[src/rtl/mgmt_gpio_pkg.sv]
// Shared definitions for the management GPIO pad arbiter.
//   - Default requester count and the fixed requester slot assignment.
//   - FSM state encoding used by the arbiter top.
//   - Helper that sizes requester index fields.
package mgmt_gpio_pkg;

  localparam int NREQ_DEF = 3;

  // Requester slots. After reset, slot 0 (the CPU CSR path) wins the first
  // arbitration.
  localparam int REQ_CPU = 0;
  localparam int REQ_LA  = 1;
  localparam int REQ_HK  = 2;

  typedef enum logic [1:0] {
    ST_IDLE  = 2'd0,
    ST_GRANT = 2'd1,
    ST_DEAD  = 2'd2
  } state_t;

  // Width of a requester index. It is never less than one bit.
  function automatic int idx_w(input int n);
    return (n > 1) ? $clog2(n) : 1;
  endfunction

endpackage

[src/rtl/mgmt_gpio_rr_pick.sv]
// Combinational round-robin selector.
//   mask        : eligible requesters (request and not blocked)
//   last_owner  : index of the most recent owner; the scan starts just after it
//   pick        : index of the first eligible requester after last_owner, with wrap
//   valid       : 1 when any requester is eligible
module mgmt_gpio_rr_pick
  import mgmt_gpio_pkg::*;
#(
  parameter  int NREQ  = NREQ_DEF,
  localparam int IDX_W = idx_w(NREQ)
) (
  input  logic [NREQ-1:0]  mask,
  input  logic [IDX_W-1:0] last_owner,
  output logic [IDX_W-1:0] pick,
  output logic             valid
);

  // NOTE: every output of a combinational block gets a default first, so no
  // path through the block can leave it unassigned and infer a latch.
  always_comb begin
    pick  = '0;
    valid = 1'b0;
    // The scan runs from the farthest candidate back to the nearest. The
    // nearest eligible requester after last_owner is assigned last, so it wins.
    for (int i = NREQ; i >= 1; i--) begin
      if (mask[(int'(last_owner) + i) % NREQ]) begin
        pick  = IDX_W'((int'(last_owner) + i) % NREQ);
        valid = 1'b1;
      end
    end
  end

endmodule

[src/rtl/mgmt_gpio_arbiter.sv]
// Arbiter for the single management GPIO pad. It shares the pad among NREQ requesters
// (CPU CSR, logic-analyzer override, housekeeping). It also synchronises the pad input
// back to all of them.
//   core_clk, core_rstn : clock, asynchronous active-low reset
//   req                 : level ownership request, one bit per requester
//   out_val, oe_val     : per-requester pad value and output enable (1 = drive)
//   tmo_cycles          : watchdog grant limit in cycles, 0 disables it
//   gnt                 : registered one-hot grant
//   gpio_out, gpio_oeb  : registered pad value and active-low pad enable
//   gpio_in_pad         : raw asynchronous pad input
//   gpio_in             : pad input after SYNC_STG flops
//   busy                : high whenever the arbiter is not idle
//   tmo_evt             : one-cycle pulse when the watchdog revokes a grant
module mgmt_gpio_arbiter
  import mgmt_gpio_pkg::*;
#(
  parameter int NREQ     = NREQ_DEF,
  parameter int TMO_W    = 16,
  parameter int SYNC_STG = 2
) (
  input  logic             core_clk,
  input  logic             core_rstn,
  input  logic [NREQ-1:0]  req,
  input  logic [NREQ-1:0]  out_val,
  input  logic [NREQ-1:0]  oe_val,
  input  logic [TMO_W-1:0] tmo_cycles,
  output logic [NREQ-1:0]  gnt,
  output logic             gpio_out,
  output logic             gpio_oeb,
  input  logic             gpio_in_pad,
  output logic             gpio_in,
  output logic             busy,
  output logic             tmo_evt
);

  localparam int IDX_W = idx_w(NREQ);

  state_t             state_q, state_nxt;
  logic [IDX_W-1:0]   owner_q, owner_nxt;   // last/current owner
  logic [TMO_W-1:0]   cnt_q, cnt_nxt;
  logic [NREQ-1:0]    block_q, block_nxt;
  logic [NREQ-1:0]    gnt_nxt;
  logic               out_nxt, oeb_nxt, evt_nxt;
  logic [IDX_W-1:0]   pick;
  logic               pick_valid;
  logic               released, expired;
  logic [SYNC_STG-1:0] sync_q;

  mgmt_gpio_rr_pick #(.NREQ(NREQ)) u_pick (
    .mask       (req & ~block_q),
    .last_owner (owner_q),
    .pick       (pick),
    .valid      (pick_valid)
  );

  assign released = ~req[owner_q];
  // The limit is compared against the live tmo_cycles. A mid-grant change
  // applies at once to the running count.
  assign expired  = (tmo_cycles != '0) && (cnt_q == tmo_cycles - TMO_W'(1));
  assign busy     = (state_q != ST_IDLE);
  assign gpio_in  = sync_q[SYNC_STG-1];

  always_comb begin
    state_nxt = state_q;
    owner_nxt = owner_q;
    cnt_nxt   = cnt_q;
    gnt_nxt   = gnt;
    out_nxt   = gpio_out;
    oeb_nxt   = 1'b1;
    evt_nxt   = 1'b0;
    // A revoked requester stays blocked only while it keeps requesting.
    block_nxt = block_q & req;

    unique case (state_q)
      ST_IDLE: begin
        if (pick_valid) begin
          state_nxt = ST_GRANT;
          gnt_nxt   = NREQ'(1) << pick;
          owner_nxt = pick;
          cnt_nxt   = '0;
        end
      end
      ST_GRANT: begin
        out_nxt = out_val[owner_q];
        if (released || expired) begin
          // A release in the same cycle as a timeout counts as a normal
          // release. The owner is not penalised.
          state_nxt = ST_DEAD;
          gnt_nxt   = '0;
          if (!released) begin
            evt_nxt            = 1'b1;
            block_nxt[owner_q] = 1'b1;
          end
        end else begin
          oeb_nxt = ~oe_val[owner_q];
          if (cnt_q != '1) cnt_nxt = cnt_q + TMO_W'(1);
        end
      end
      ST_DEAD: state_nxt = ST_IDLE;
      default: state_nxt = ST_IDLE;
    endcase
  end

  // NOTE: state is updated only with non-blocking assignments. All flops then
  // sample the values they had before the edge, whatever order the statements are in.
  always_ff @(posedge core_clk or negedge core_rstn) begin
    if (!core_rstn) begin
      state_q  <= ST_IDLE;
      owner_q  <= IDX_W'(NREQ - 1);
      cnt_q    <= '0;
      block_q  <= '0;
      gnt      <= '0;
      gpio_out <= 1'b0;
      gpio_oeb <= 1'b1;
      tmo_evt  <= 1'b0;
    end else begin
      state_q  <= state_nxt;
      owner_q  <= owner_nxt;
      cnt_q    <= cnt_nxt;
      block_q  <= block_nxt;
      gnt      <= gnt_nxt;
      gpio_out <= out_nxt;
      gpio_oeb <= oeb_nxt;
      tmo_evt  <= evt_nxt;
    end
  end

  // The pad input is asynchronous. The first flop can go metastable, and the
  // later stages give it time to settle.
  always_ff @(posedge core_clk or negedge core_rstn) begin
    if (!core_rstn) sync_q <= '0;
    else            sync_q <= {sync_q[SYNC_STG-2:0], gpio_in_pad};
  end

endmodule

[config.mk]
export PLATFORM = sky130hd
export DESIGN_NAME = mgmt_gpio_arbiter
export DESIGN_NICKNAME = d
export VERILOG_FILES = /design/src/rtl/mgmt_gpio_pkg.sv /design/src/rtl/mgmt_gpio_rr_pick.sv /design/src/rtl/mgmt_gpio_arbiter.sv
export SDC_FILE = /design/constraint.sdc
export NUM_CORES = 1
export LEC_CHECK = 0
export ABC_AREA = 1
export CORE_MARGIN = 3
export CORE_UTILIZATION = 40
export CTS_CLUSTER_SIZE = 16
export DETAILED_ROUTE_END_ITERATION = 7
export GPL_TIMING_DRIVEN = 0
export SLEW_MARGIN = 0
export SYNTH_ARGS = -nofsm -noshare
export SYNTH_HDL_FRONTEND = slang
export SYNTH_HIERARCHICAL = 1
export SYNTH_SLANG_ARGS = --single-unit
[constraint.sdc]
create_clock -name core_clk -period 5.6 [get_ports core_clk]
set_clock_uncertainty 0.2 [all_clocks]
set_input_delay 0.56 -clock core_clk [delete_from_list [all_inputs] [get_ports core_clk]]
set_output_delay 0.56 -clock core_clk [all_outputs]
set_load 0.02 [all_outputs]
==> impl_results.rst <==
.. list-table::
   :header-rows: 1

   * - Metric
     - Value
   * - Delay of the slowest cell on the worst path
     - 0.50 ns
   * - Standard cell core area
     - 6420 um^2
   * - Topmost layer with routed signal wires
     - met4
   * - CTS tree
     - built
   * - Final period util
     - 54.8%
   * - Type of the worst setup path
     - in -> reg
   * - Measured slew at the worst slew-check pin
     - 0.707 ns
   * - Vias
     - 2,541
   * - Kind of launch point of the worst setup path
     - input pin
   * - Status
     - completed
   * - Final net count
     - 483
   * - Number of antenna cells inserted
     - 0
   * - Initial DRT Pass Iterations
     - 4
   * - Vias in the first global route
     - 2,457
   * - Effective utilization at floorplan
     - 41.6%
   * - Residual overflow from global routing
     - 0
   * - Average vias per placed instance
     - 4.83
   * - Worst VDD drop
     - 0.274 mV
   * - Total Negative Setup Slacks
     - 0 ns
   * - Final Critical Period
     - 3.07 ns
   * - Number of DRC violations after detailed routing
     - 0
   * - Area of the die
     - 7690 um^2
   * - Number of hold-repair buffers added at the cts stage
     - 0
   * - Slowest cell on the critical path
     - sky130_fd_sc_hd__clkdlybuf4s50_1
   * - Count of flip-flops with a built-in enable after synthesis
     - 0
   * - Share of final-layout standard cells stronger than drive strength 1
     - 10.9%
   * - Resize count post-CTS
     - 0
   * - Final hold violation count
     - 0
   * - Synth unique cells
     - 35
   * - Top library cells by usage in the layout, fill and taps aside
     - 117 x sky130_fd_sc_hd__nand2_1, 65 x sky130_fd_sc_hd__nor2_1, 43 x sky130_fd_sc_hd__inv_1
   * - Antenna Nets Post-Route
     - 0
   * - Unrepaired setup endpoints after global routing
     - no
   * - Top-level port count
     - 36
   * - Leakage
     - 1.52 nW
   * - Final std cells w/o fill
     - 526
   * - Metal-1 WL
     - 3280 um
   * - Max-Cap Viols
     - 0
   * - First-iteration detailed-routing DRC count
     - 151
   * - Largest area contributor in the synthesized netlist
     - sky130_fd_sc_hd__dfrtp_1
   * - Die boundary width
     - 87.7 um
   * - Number of warning messages in the yosys log
     - 6
   * - FFs w/ async S/R, synth
     - 100%
   * - Initial antenna violation count
     - 0
   * - Global router's overall resource usage
     - 18.3%
   * - H-Tree Depth
     - 2
   * - IO buf count
     - 35
   * - Sequential fraction of the synthesis area
     - 29.2%
   * - Post-detailed-placement half-perimeter wirelength
     - 5130 um
   * - Crit. End Element
     - flip-flop
   * - Area added between synthesis and finish
     - 19.8%
   * - Root buffer selected by CTS
     - sky130_fd_sc_hd__clkbuf_8
   * - Number of placement rows
     - 29
   * - CP cell instances
     - clkdlybuf4s50_1 > inv_1 > nor2_1 > nand2_1 > o21ai_1 > a21oi_2 > nand3b_1 > inv_1 > nor2_1 > inv_1 > nand3_2 > clkbuf_1 > nand3_1 > nand2_1
   * - Largest net degree at the start of global routing
     - 32
   * - Largest cells by area after synthesis
     - sky130_fd_sc_hd__dfrtp_1 27%, sky130_fd_sc_hd__nand2_1 16%, sky130_fd_sc_hd__nor2_1 9.1%, sky130_fd_sc_hd__nand3_1 6.9%, sky130_fd_sc_hd__xor2_1 6.2%
   * - Maximum buffer depth of the clock tree
     - 2
   * - Skew-Pair Late Insertion Delay
     - 0.29 ns
   * - Placed cell count
     - 519
   * - Most numerous cell on the critical path
     - sky130_fd_sc_hd__inv_1
   * - Power consumption
     - 1.06 mW
   * - Syn Area/Cell
     - 6.56 um^2
   * - Clock transition at the registers of the reported paths
     - 0.07 ns
   * - Pwr dens
     - 331 nW/um^2
   * - Detailed route wirelength on metal2
     - 2830 um
   * - Post-Synthesis Cells
     - 407
   * - Required time at the worst-slack endpoint
     - 5.62 ns
   * - Slew Limit Headroom
     - 52.8%
   * - Commonest non-fill, non-tap cell in the layout
     - sky130_fd_sc_hd__nand2_1
   * - Min-Delay Path Class
     - in -> async
   * - Length of routed met3 wiring
     - 235 um
   * - Final weighted congestion of routability-driven global placement
     - 0.865
   * - Max-slew violation total from the final report
     - 0
   * - Post-synthesis sequential element count
     - 31
   * - Cell area after synthesis
     - 2670 um^2
   * - Post-Syn Nets
     - 441
   * - Top-area cell type share of the netlist area
     - 27.2%
   * - Routed wirelength normalized by instance count
     - 12.2 um
   * - Wire length of the first global-routing pass
     - 11,000 um
   * - Die Y
     - 87.7 um
   * - Sink count of the clock tree
     - 31
   * - Data arrival time of the critical path
     - 3.09 ns
   * - F_max
     - 0.326 GHz
   * - Final setup viols
     - 0
   * - Number of clock buffers inserted by TritonCTS
     - 5
   * - # Post-CTS Setup Buffers
     - 0
   * - Primary FF master, synth
     - sky130_fd_sc_hd__dfrtp_1
   * - Critical path fanouts, max
     - 10
   * - Total wire length after detailed routing
     - 6430 um
[synthesized netlist by cell type, types with 3 or more instances]
library cell / n
sky130_fd_sc_hd__nand3_2: 4
sky130_fd_sc_hd__dfrtp_1: 29
sky130_fd_sc_hd__nor3_1: 7
sky130_fd_sc_hd__o21ai_0: 9
sky130_fd_sc_hd__nand4_1: 8
sky130_fd_sc_hd__nand2_1: 117
sky130_fd_sc_hd__xnor2_1: 8
sky130_fd_sc_hd__nand2_2: 12
sky130_fd_sc_hd__nor2_2: 6
sky130_fd_sc_hd__inv_1: 43
sky130_fd_sc_hd__buf_2: 3
sky130_fd_sc_hd__nor2_1: 65
sky130_fd_sc_hd__xor2_1: 19
sky130_fd_sc_hd__clkbuf_2: 3
sky130_fd_sc_hd__ha_1: 6
sky130_fd_sc_hd__nand3b_1: 4
sky130_fd_sc_hd__nand3_1: 37
sky130_fd_sc_hd__a21oi_1: 3
[report_power, final]
part	switching, mW	internal, mW	leakage, nW	total, mW
combinational	0.371	0.216	1.07	0.586
sequential	0.0319	0.262	0.411	0.294
clock	0.0832	0.0963	0.0470	0.179
total	0.486	0.574	1.52	1.06
[per-layer routing]
layer  track usage (%)  vias up
met2              29.0       36
li1                  -     1364
met5                 0        -
met3              3.57        8
met4              5.02        0
met1              25.3     1133
[sequential cells by signal, summed over array words and instances (netlist names)]
signal,cells
block_q,3
cnt_q,16
gnt,3
gpio_oeb,1
gpio_out,1
owner_q,2
state_q,2
sync_q,2
tmo_evt,1
[path summary, 6_finish.rpt]
kind	startpoint	end	slack, ns	cells past startpoint
setup / recovery	req[1]	cnt_q[9]	2.53	14
hold reg to reg	sync_q[0]	sync_q[1]	0.16	0
hold / removal	core_rstn	gpio_out	0.12	1
max in group asynchronous	core_rstn	cnt_q[3]	4.63	1
setup reg to reg	owner_q[0]	cnt_q[9]	2.73	12
min in group core_clk	sync_q[0]	sync_q[1]	0.16	0
[kinds of logic after synthesis]
logic type	count (synthesis)	synth area share, %
AOI/OAI and AO/OA	20	4.36
xor gates and xnor gates	27	8.86
adders and majority gates	6	2.81
buffers and inverters	54	8.63
DFF	31	29.2
and+or+nand+nor	269	46.2
[per-stage QoR]
step / hold slack (ns) / area [um^2] / utilization (%) / setup WS (ns)
3_5_place_dp: 0.136 / 3110 / 48.4 / 2.26
6_report: 0.119 / 3200 / 49.8 / 2.53
4_1_cts: 0.146 / 3200 / 49.8 / 2.56
5_1_grt: 0.172 / 3200 / 49.8 / 2.22
3_3_place_gp: 0.143 / 3120 / 48.5 / 2.25
2_1_floorplan: 0.0644 / 2670 / - / 3.18
[layout make-up]
class                           count  area, um^2
Fill cell                         673        3220
Inverter                           44         165
Buffer                             10        65.1
Clock inverter                      1        5.00
Timing Repair Buffer               35         345
Multi-Input combinational cell    322        1660
Tap cell                           77        96.3
Sequential cell                    31         778
Clock buffer                        6        82.6
[critical path: cells and delay by family]
kind,cells,cell delay (ns)
and+or+nand+nor,7,1.15
buffers and inverters,5,1.16
AOI/OAI and AO/OA,2,0.21
Power figures use the tool's default switching activity.
